### src/rtl/spi_pkg.sv
// Shared definitions for the SPI slave frame receiver: FSM states,
// parameter limits and the CPOL/CPHA edge-select rule.
package spi_pkg;

  localparam int MAX_WORD_W  = 32;
  localparam int MAX_N_WORDS = 16;

  typedef enum logic [1:0] {
    ST_IDLE  = 2'd0,
    ST_SHIFT = 2'd1,
    ST_DONE  = 2'd2
  } spi_state_e;

  // Data is sampled on the rising SCK edge when CPOL and CPHA agree,
  // otherwise on the falling edge; the shift edge is always the other one.
  function automatic bit sample_on_rise(input int cpol, input int cpha);
    return (cpol != 0) == (cpha != 0);
  endfunction

endpackage

### src/rtl/spi_pin_sync.sv
// Brings the asynchronous SPI pins into the clk domain and derives
// single-cycle edge pulses from the synchronised levels.
module spi_pin_sync (
  input  logic clk,
  input  logic rst,
  input  logic sck,
  input  logic ss_n,
  input  logic mosi,
  output logic sck_rise,
  output logic sck_fall,
  output logic ss_s,
  output logic ss_fall,
  output logic ss_rise,
  output logic mosi_s
);

  logic [1:0] sck_ff, ss_ff, mosi_ff;
  logic       sck_d, ss_d;

  // 2-FF synchronisers plus one delayed copy for edge detection. The select
  // chain resets low so a select held low across reset never produces a fall.
  always_ff @(posedge clk) begin
    if (rst) begin
      sck_ff  <= '0;
      ss_ff   <= '0;
      mosi_ff <= '0;
      sck_d   <= 1'b0;
      ss_d    <= 1'b0;
    end else begin
      sck_ff  <= {sck_ff[0], sck};
      ss_ff   <= {ss_ff[0], ss_n};
      mosi_ff <= {mosi_ff[0], mosi};
      sck_d   <= sck_ff[1];
      ss_d    <= ss_ff[1];
    end
  end

  assign ss_s     = ss_ff[1];
  assign mosi_s   = mosi_ff[1];
  assign sck_rise =  sck_ff[1] & ~sck_d;
  assign sck_fall = ~sck_ff[1] &  sck_d;
  assign ss_fall  = ~ss_ff[1]  &  ss_d;
  assign ss_rise  =  ss_ff[1]  & ~ss_d;

endmodule

### src/rtl/spi_slave_frame_rx.sv
// SPI slave that assembles fixed-length frames of N_WORDS x WORD_W bits,
// hands them over through a valid/ack register bank and returns a status
// word on MISO. Everything runs on clk; SCK is only observed as a level.
module spi_slave_frame_rx
  import spi_pkg::*;
#(
  parameter int WORD_W    = 16,
  parameter int N_WORDS   = 4,
  parameter int CPOL      = 0,
  parameter int CPHA      = 0,
  parameter int MSB_FIRST = 1
) (
  input  logic                      clk,
  input  logic                      rst,
  input  logic                      sck,
  input  logic                      ss_n,
  input  logic                      mosi,
  output logic                      miso,
  output logic                      miso_oe,
  input  logic [WORD_W-1:0]         tx_word,
  output logic [N_WORDS*WORD_W-1:0] frame_data,
  output logic                      frame_valid,
  input  logic                      frame_ack,
  output logic                      frame_err,
  output logic                      overrun
);

  localparam bit              SAMPLE_RISE = sample_on_rise(CPOL, CPHA);
  localparam int              BCW         = $clog2(MAX_WORD_W);
  localparam int              WCW         = $clog2(MAX_N_WORDS);
  localparam logic [BCW-1:0]  LAST_BIT    = BCW'(WORD_W - 1);
  localparam logic [WCW-1:0]  LAST_WORD   = WCW'(N_WORDS - 1);

  logic sck_rise, sck_fall, ss_s, ss_fall, ss_rise, mosi_s;

  spi_pin_sync u_sync (
    .clk      (clk),
    .rst      (rst),
    .sck      (sck),
    .ss_n     (ss_n),
    .mosi     (mosi),
    .sck_rise (sck_rise),
    .sck_fall (sck_fall),
    .ss_s     (ss_s),
    .ss_fall  (ss_fall),
    .ss_rise  (ss_rise),
    .mosi_s   (mosi_s)
  );

  spi_state_e state, state_nxt;
  logic [BCW-1:0]  bit_cnt;
  logic [WCW-1:0]  word_cnt;
  logic [WORD_W-1:0] rx_sr, tx_sr, rx_word;
  logic [N_WORDS-1:0][WORD_W-1:0] wbuf, frame_q, frame_nxt;
  logic armed, skip_shift;
  logic sample_ev, shift_ev, last_bit, last_word;
  logic start, abort, frame_done;

  assign sample_ev  = SAMPLE_RISE ? sck_rise : sck_fall;
  assign shift_ev   = SAMPLE_RISE ? sck_fall : sck_rise;
  assign last_bit   = (bit_cnt == LAST_BIT);
  assign last_word  = (word_cnt == LAST_WORD);
  assign frame_data = frame_q;

  // Word as it stands once the current MOSI bit is shifted in.
  always_comb begin
    rx_word = (MSB_FIRST != 0) ? {rx_sr[WORD_W-2:0], mosi_s}
                               : {mosi_s, rx_sr[WORD_W-1:1]};
  end

  // Completed frame: stored words plus the word finishing this cycle.
  always_comb begin
    frame_nxt            = wbuf;
    frame_nxt[N_WORDS-1] = rx_word;
  end

  // FSM state register.
  always_ff @(posedge clk) begin
    if (rst) state <= ST_IDLE;
    else     state <= state_nxt;
  end

  // FSM next state and frame events.
  always_comb begin
    state_nxt  = state;
    start      = 1'b0;
    abort      = 1'b0;
    frame_done = 1'b0;
    case (state)
      ST_IDLE: begin
        if (ss_fall && armed) begin
          state_nxt = ST_SHIFT;
          start     = 1'b1;
        end
      end
      ST_SHIFT: begin
        if (ss_rise) begin
          state_nxt = ST_IDLE;
          abort     = 1'b1;
        end else if (sample_ev && last_bit && last_word) begin
          state_nxt  = ST_DONE;
          frame_done = 1'b1;
        end
      end
      ST_DONE: begin
        // Trailing bits are ignored until the master releases select.
        if (ss_rise) state_nxt = ST_IDLE;
      end
      default: state_nxt = ST_IDLE;
    endcase
  end

  // Receive/transmit shifters, bit and word counters, word buffer.
  always_ff @(posedge clk) begin
    if (rst) begin
      bit_cnt    <= '0;
      word_cnt   <= '0;
      rx_sr      <= '0;
      tx_sr      <= '0;
      miso       <= 1'b0;
      skip_shift <= 1'b0;
      wbuf       <= '0;
    end else if (start) begin
      bit_cnt    <= '0;
      word_cnt   <= '0;
      // First status bit goes out immediately; with CPHA=1 the first shift
      // edge would otherwise overwrite it before the master samples it.
      miso       <= (MSB_FIRST != 0) ? tx_word[WORD_W-1] : tx_word[0];
      tx_sr      <= (MSB_FIRST != 0) ? (tx_word << 1) : (tx_word >> 1);
      skip_shift <= (CPHA != 0);
    end else if (state == ST_SHIFT && !ss_rise) begin
      if (sample_ev) begin
        rx_sr   <= rx_word;
        bit_cnt <= last_bit ? '0 : bit_cnt + BCW'(1);
        if (last_bit) begin
          for (int k = 0; k < N_WORDS; k++)
            if (word_cnt == WCW'(k)) wbuf[k] <= rx_word;
          word_cnt <= word_cnt + WCW'(1);
        end
      end
      if (shift_ev) begin
        if (skip_shift) begin
          skip_shift <= 1'b0;
        end else begin
          // Zeros fill in behind, so MISO drops to 0 after WORD_W bits.
          miso  <= (MSB_FIRST != 0) ? tx_sr[WORD_W-1] : tx_sr[0];
          tx_sr <= (MSB_FIRST != 0) ? (tx_sr << 1) : (tx_sr >> 1);
        end
      end
    end else if (state_nxt == ST_IDLE) begin
      miso <= 1'b0;
    end
  end

  // Frame hand-over, overrun/abort flags, select tracking.
  always_ff @(posedge clk) begin
    if (rst) begin
      frame_q     <= '0;
      frame_valid <= 1'b0;
      overrun     <= 1'b0;
      frame_err   <= 1'b0;
      miso_oe     <= 1'b0;
      armed       <= 1'b0;
    end else begin
      frame_err <= abort;
      miso_oe   <= armed & ~ss_s;
      if (ss_s) armed <= 1'b1;
      if (frame_done) begin
        if (!frame_valid || frame_ack) begin
          frame_q     <= frame_nxt;
          frame_valid <= 1'b1;
          overrun     <= 1'b0;
        end else begin
          overrun <= 1'b1;
        end
      end else if (frame_ack && frame_valid) begin
        frame_valid <= 1'b0;
        overrun     <= 1'b0;
      end
    end
  end

endmodule
### config.mk
export PLATFORM = sky130hd
export DESIGN_NAME = spi_slave_frame_rx
export DESIGN_NICKNAME = d
export VERILOG_FILES = /design/src/rtl/spi_pkg.sv /design/src/rtl/spi_pin_sync.sv /design/src/rtl/spi_slave_frame_rx.sv
export SDC_FILE = /design/constraint.sdc
export NUM_CORES = 1
export LEC_CHECK = 0
export CAP_MARGIN = 20
export CORE_MARGIN = 1.5
export CORE_UTILIZATION = 54
export CTS_CLUSTER_SIZE = 25
export DETAILED_ROUTE_END_ITERATION = 12
export GPL_ROUTABILITY_DRIVEN = 0
export GPL_TIMING_DRIVEN = 0
export PLACE_DENSITY = 0.86
export SLEW_MARGIN = 20
export SYNTH_ARGS = -nofsm -noshare
export SYNTH_HDL_FRONTEND = slang
export SYNTH_SLANG_ARGS = --single-unit
### constraint.sdc
create_clock -name clk -period 2 [get_ports clk]
set_input_delay 0.2 -clock clk [delete_from_list [all_inputs] [get_ports clk]]
set_output_delay 0.2 -clock clk [all_outputs]
set_load 0.1 [all_outputs]
==> run_results.csv, run 1 <==
group,metric,value,unit
detailed_routing,wl_per_cell,18.4,µm
detailed_routing,drt_iter0_drc,618,
critical_path,crit_top_cell,"buf_6",
critical_path,timing.rr.start,"u_sync.sck_ff[1]",
critical_path,worstReg2RegEnd,"frame_data[61]",
die,rows,39,
synthesis,syn_avg_cell_area,9.70,µm²
critical_path,cp_num_buf_inv,3,
clocking,htreeDepth,4,
global_routing,grt_pass1_wl,27200,µm
synthesis,synth_top_cell_by_area,"dfxtp_1",
min_path,whs_endpoint,"u_sync.ss_ff[1]",
global_routing,antenna_found_initial,0,
detailed_routing,drt-total-wl,17200,µm
critical_path,worst_ep_required_time,2310,ps
min_path,min_from,"rst",
place,placed_area,7540,µm²
finish,post-route-cell-area,8170,µm²
synthesis,async_reset_ff_share,0,%
critical_path,path_cells,"nor2b_2, clkbuf_4, nand4b_1, or3_1, buf_6, buf_6, a31o_1",
global_routing,grt_pass1_vias,5465,
critical_path,end_kind,"register",
critical_path,path_delay_family,"simple AND/OR/NAND/NOR gates",
detailed_routing,viasPerCell,6.10,
critical_path,path_class,"reg -> reg",
sta,min_period,1960,ps
critical_path,cp.arrival,2270,ps
place,place_hpwl,11600,µm
finish,drive_gt1_share,11.0,%
clocking,cts_hold_buffers,0,
finish,utilization,70.7,%
critical_path,reg2regPathDepth,7,
synthesis,synth_seq_cells,167,
min_path,hold_path_class,"in -> reg",
synthesis,yosys_most_used_dff,"dfxtp_1",
die,top_level_ports,91,
die,fp.dieW,112,µm
finish,final_net_count,808,
synthesis,syn_area,6470,µm²
global_routing,grt_usage,27.4,%
sta,final.setup.tns,0,ps
clocking,cts_buffers,17,
clocking,cts_tree,"built",
clocking,clockBufferDepth,2,
die,start_util,56.0,%
critical_path,crit_slowest_cell,"dfxtp_1",
critical_path,r2r_slack,40,ps
synthesis,ys_types,42,
die,die_area,12600,µm²
synthesis,ys_warn_count,0,
clocking,insertion_delay,430,ps
critical_path,cpPeakStageDelay,390,ps
sta,timing.final.crit_share,97.9,%
outcome,violations,"design-rule violations",
sta,tightest_slew,991,ps
synthesis,syn_inst,667,
die,die_y,112,µm
global_routing,grt_max_degree,17,
detailed_routing,dr.pass1.iters,10,
detailed_routing,ant_nets,0,
clocking,cts_root_buf,"clkbuf_16",
finish,diodes,0,
min_path,hold_depth,2,
run,drv_cap,0,
sta,final-hold-violation-count,0,
synthesis,ys_top_cells_by_count,"dfxtp_1, nand2_1, nor4_1",
synthesis,synth_most_common_cell,"dfxtp_1",
clocking,clk_pin_slew,60,ps
sta,finalSetupViolCount,0,
global_routing,gr-total-overflow,0,
synthesis,synth_edf_count,0,
power,leakage,3.13,nW
power,p_per_area,835,nW/µm²
finish,area_growth,26.3,%
synthesis,seq_area_frac_synth,51.7,%
clocking,cts.sinks,167,
die,core_area,11600,µm²
sta,fin_skew,9.65,ps
synthesis,synth_nets,694,
synthesis,ys_top_cells_by_area,"dfxtp_1, mux2i_1, a31o_1",
sta,relSlewSlack,34.2,%
critical_path,cp-start-kind,"register",
power,vdd_drop_max,0.530,mV
detailed_routing,route.detailed.drc,5,
place,port_buffers,89,
sta,clock.fmax,511,MHz
outcome,outcome,"complete, but fails checks",
synthesis,yosysTopAreaCellShare,51.7,%
sta,drv_slew,0,
sta,rsz0062_at_grt,"yes",
critical_path,crit_fanout,10,
detailed_routing,route.vias.total,5716,
-- kinds of logic after synthesis --
| kind of cell | after synthesis | synth area share, % |
|---|---|---|
| buffers and inverters | 65 | 5.24 |
| XOR/XNOR | 2 | 0.271 |
| flip-flops | 167 | 51.7 |
| AND/OR/NAND/NOR | 253 | 20.0 |
| multiplexers | 52 | 8.04 |
| adder cells (fa/ha/maj) | 5 | 0.967 |
| AO/OA/AOI/OAI | 123 | 13.8 |
-- where the power goes --
| group | leakage [nW] | internal [mW] | total (mW) | switching (mW) |
|---|---|---|---|---|
| registers | 1.35 | 3.33 | 3.34 | 0.00574 |
| logic | 1.49 | 0.0560 | 0.150 | 0.0941 |
| clock network | 0.288 | 1.91 | 3.33 | 1.42 |
| total | 3.13 | 5.30 | 6.82 | 1.52 |
-- routing by layer --
metal | up-vias | wire length [µm] | global-route usage [%]
met2 | 279 | 8300 | 46.0
met3 | 63 | 1190 | 5.35
met1 | 2727 | 7070 | 34.2
met5 | - | 0 | 0
met4 | 0 | 632 | 12.7
li1 | 2647 | - | -
-- worst register-to-register path, stage by stage, from the launching register on --
cell,delay [ps]
dfxtp_1,390
nor2b_2,160
clkbuf_4,180
nand4b_1,190
or3_1,370
buf_6,180
buf_6,150
a31o_1,220
-- state kept, by name, indices dropped and copies added (netlist names), 2 cells and up --
register,count
frame_nxt,48
frame_data,64
tx_sr,15
state,2
u_sync.ss_ff,2
rx_sr,15
u_sync.sck_ff,2
bit_cnt,5
word_cnt,4
u_sync.mosi_ff,2
-- layout by cell type, fill, tap and decap left out, drive strengths merged, types with 2 or more instances in the layout --
master         count
a211oi            14
a21oi             38
a221oi             2
a31o              60
a31oi              2
and2b              2
and3               2
and4               2
buf               28
bufinv             2
clkbuf            57
clkdlybuf4s50     20
clkinv             3
clkinvlp           2
dfxtp            167
dlygate4sd2       69
ha                 5
inv               11
mux2i             52
nand2            125
nand2b             5
nand3              6
nand4              3
nand4b             2
nor2              19
nor2b             10
nor3               7
nor4              60
o21ai              4
or3                6
xnor2              2
-- area by class of cell --
class	instances	area, µm²
Tap cell	143	179
Multi-Input combinational cell	435	2850
Buffer	60	329
Clock buffer	19	443
Clock inverter	13	156
Fill cell	827	3390
Sequential cell	167	3340
Timing Repair Buffer	95	850
Inverter	5	18.8
-- how the worst max path moves through the flow --
stage	from	endpoint	depth (start not counted)
floorplan	frame_valid	frame_data[10]	6
global placement	frame_ack	frame_data[37]	7
detailed placement	frame_ack	frame_data[40]	7
CTS	u_sync.sck_ff[1]	frame_data[32]	7
global route	u_sync.ss_ff[1]	tx_sr[8]	5
finish	u_sync.sck_ff[1]	frame_data[61]	7
-- timing repair --
| action | 4_1_cts | 5_1_grt |
|---|---|---|
| pin swaps | 3 | 0 |
| endpoints found under the hold margin | 0 | 0 |
| resized for setup | 69 | 22 |
| setup buffers | 6 | 0 |
| setup endpoints to repair | 163 | 63 |
-- stage by stage --
stage	power (mW)	setup slack (ps)	std cells	hold WS (ps)
floorplan	3.49	113	667	316
global placement	3.56	-345	899	418
detailed placement	3.56	-366	899	433
CTS	6.82	74.9	937	130
global route	6.99	-3.78	937	174
finish	6.82	42.8	937	142
Power figures use the tool's default switching activity.
==> run 2: changes to the inputs <==
==> constraint.sdc (replaced) <==
create_clock -name clk -period 2 [get_ports clk]
set_input_delay 0.2 -clock clk [delete_from_list [all_inputs] [get_ports clk]]
set_output_delay 0.2 -clock clk [all_outputs]
set_load 0.05 [all_outputs]
==> run_results.csv, run 2 (synthesis gave the netlist of run 1 again) <==
group,metric,value,unit
outcome,outcome,"complete, but fails checks",
outcome,violations,"design-rule violations",
detailed_routing,ant_nets,0,
min_path,hold_depth,2,
finish,final_common_cell,"dfxtp_1",
die,core_area,11600,µm²
detailed_routing,route.detailed.drc,6,
critical_path,reg2regPathDepth,7,
min_path,hold_path_class,"in -> reg",
detailed_routing,routed.top_layer,"met4",
critical_path,crit_fanout,10,
sta,timing.final.crit_share,96.5,%
critical_path,path_class,"reg -> reg",
die,rows,39,
sta,relSlewSlack,52.9,%
power,vdd_drop_max,0.616,mV
clocking,insertion_delay,430,ps
sta,rsz0062_at_grt,"yes",
power,p_seq_share,49.9,%
detailed_routing,wl_met2,8060,µm
sta,min_period,1930,ps
detailed_routing,dr.pass1.iters,9,
critical_path,cp.arrival,2300,ps
die,top_level_ports,91,
place,place_hpwl,11500,µm
clocking,cts_buffers,17,
finish,diodes,0,
finish,post-route-cell-area,8200,µm²
global_routing,grt_pass1_wl,27300,µm
finish,final_net_count,808,
finish,largest_reg_flops,64,
run,drv_cap,0,
global_routing,antenna_found_initial,0,
power,combPwrFrac,2.2,%
detailed_routing,viasPerCell,6.01,
critical_path,end_kind,"register",
detailed_routing,wl_met3,1030,µm
clocking,cts_tree,"built",
sta,clock.fmax,518,MHz
place,port_buffers,89,
clocking,cts.sinks,167,
die,fp.dieW,112,µm
die,start_util,56.0,%
clocking,clk_pin_slew,60,ps
global_routing,grt_max_degree,17,
place,placed_area,7540,µm²
power,clock_power_share,47.9,%
detailed_routing,wl_per_cell,18.2,µm
power,p_int,5.27,mW
global_routing,grt_usage,27.7,%
finish,utilization,70.9,%
power,p_per_area,817,nW/µm²
sta,tightest_slew,706,ps
clocking,clockBufferDepth,2,
sta,finalSetupViolCount,0,
finish,drive_gt1_share,9.70,%
sta,fin_skew,5.97,ps
detailed_routing,drt-total-wl,17100,µm
finish,mostFrequentLayoutCells,"dfxtp_1, nand2_1, clkdlybuf4s50_1, nor4_1, a31o_1",
global_routing,gr-total-overflow,0,
sta,whs,126,ps
power,swShare,21.3,%
die,die_area,12600,µm²
power,leakage,2.78,nW
critical_path,cp-start-kind,"register",
sta,drv_slew,0,
clocking,cts_root_buf,"clkbuf_16",
die,die_y,112,µm
sta,final-hold-violation-count,0,
global_routing,grt_pass1_vias,5526,
detailed_routing,drt_iter0_drc,571,
power,netSwitchingPower,1.43,mW
critical_path,worst_ep_required_time,2370,ps
clocking,htreeDepth,4,
sta,final.setup.tns,0,ps
finish,area_growth,26.7,%
detailed_routing,met1_length,7170,µm
detailed_routing,route.vias.total,5634,
==> run 2: changes by cell type in the layout (fill, tap and decap cells not counted), moves of 2 or more <==
cell	previous run	this run
clkbuf_1	33	35
clkinv_2	0	3
dlygate4sd2_1	69	0
clkbuf_8	1	5
clkbuf_2	5	2
clkdlybuf4s50_1	20	89
nor4_2	10	2
nor4_1	50	58
inv_6	6	1
==> run 2: layout make-up <==
class,instances,area (µm²)
Tap cell,143,179
Clock buffer,22,494
Inverter,5,18.8
Sequential cell,167,3340
Buffer,60,323
Timing Repair Buffer,95,936
Fill cell,828,3360
Multi-Input combinational cell,435,2810
Clock inverter,10,93.8
==> run 2: power by group through the flow <==
stage	Sequential (mW)	Combinational (mW)	Clock, mW
detailed placement	3.42	0.145	0
floorplan	3.42	0.0732	0
CTS	3.34	0.147	3.21
global placement	3.42	0.141	0
finish	3.34	0.149	3.21
global route	3.34	0.161	3.35
==> run 2: routing by layer <==
layer	up-vias	global-route usage, %
li1	2644	-
met1	2696	34.3
met2	229	44.6
met3	65	5.72
met4	0	16.5
met5	-	0
==> run 2: timing repair <==
action / CTS / global route
gates resized for setup: 0 / 9
endpoints found under the setup margin: 94 / 16
hold buffers: 0 / 0
setup buffers: 5 / 1
pin swaps: 3 / 1
==> run 2: path summary, 6_finish.rpt <==
kind / start / to / slack (ps)
max: u_sync.sck_ff[1] / frame_data[60] / 70
min: rst / u_sync.ss_ff[1] / 130
max reg2reg: u_sync.sck_ff[1] / frame_data[60] / 70
min reg2reg: u_sync.sck_ff[0] / u_sync.sck_ff[1] / 440
==> run 2: critical path, stage by stage, from the launching register on <==
cell      delay [ps]
dfxtp_1          370
nor2b_1          150
buf_2            190
nand4b_1         170
buf_4            220
clkbuf_1         230
nor4_1           390
a31o_1           150
==> run 2: metrics by stage <==
step                setup WS, ps  instances  power, mW
CTS                          115        936       6.70
global placement            -351        899       3.56
floorplan                    119        667       3.49
global route               -25.7        937       6.85
detailed placement          -384        899       3.56
finish                      69.9        937       6.70
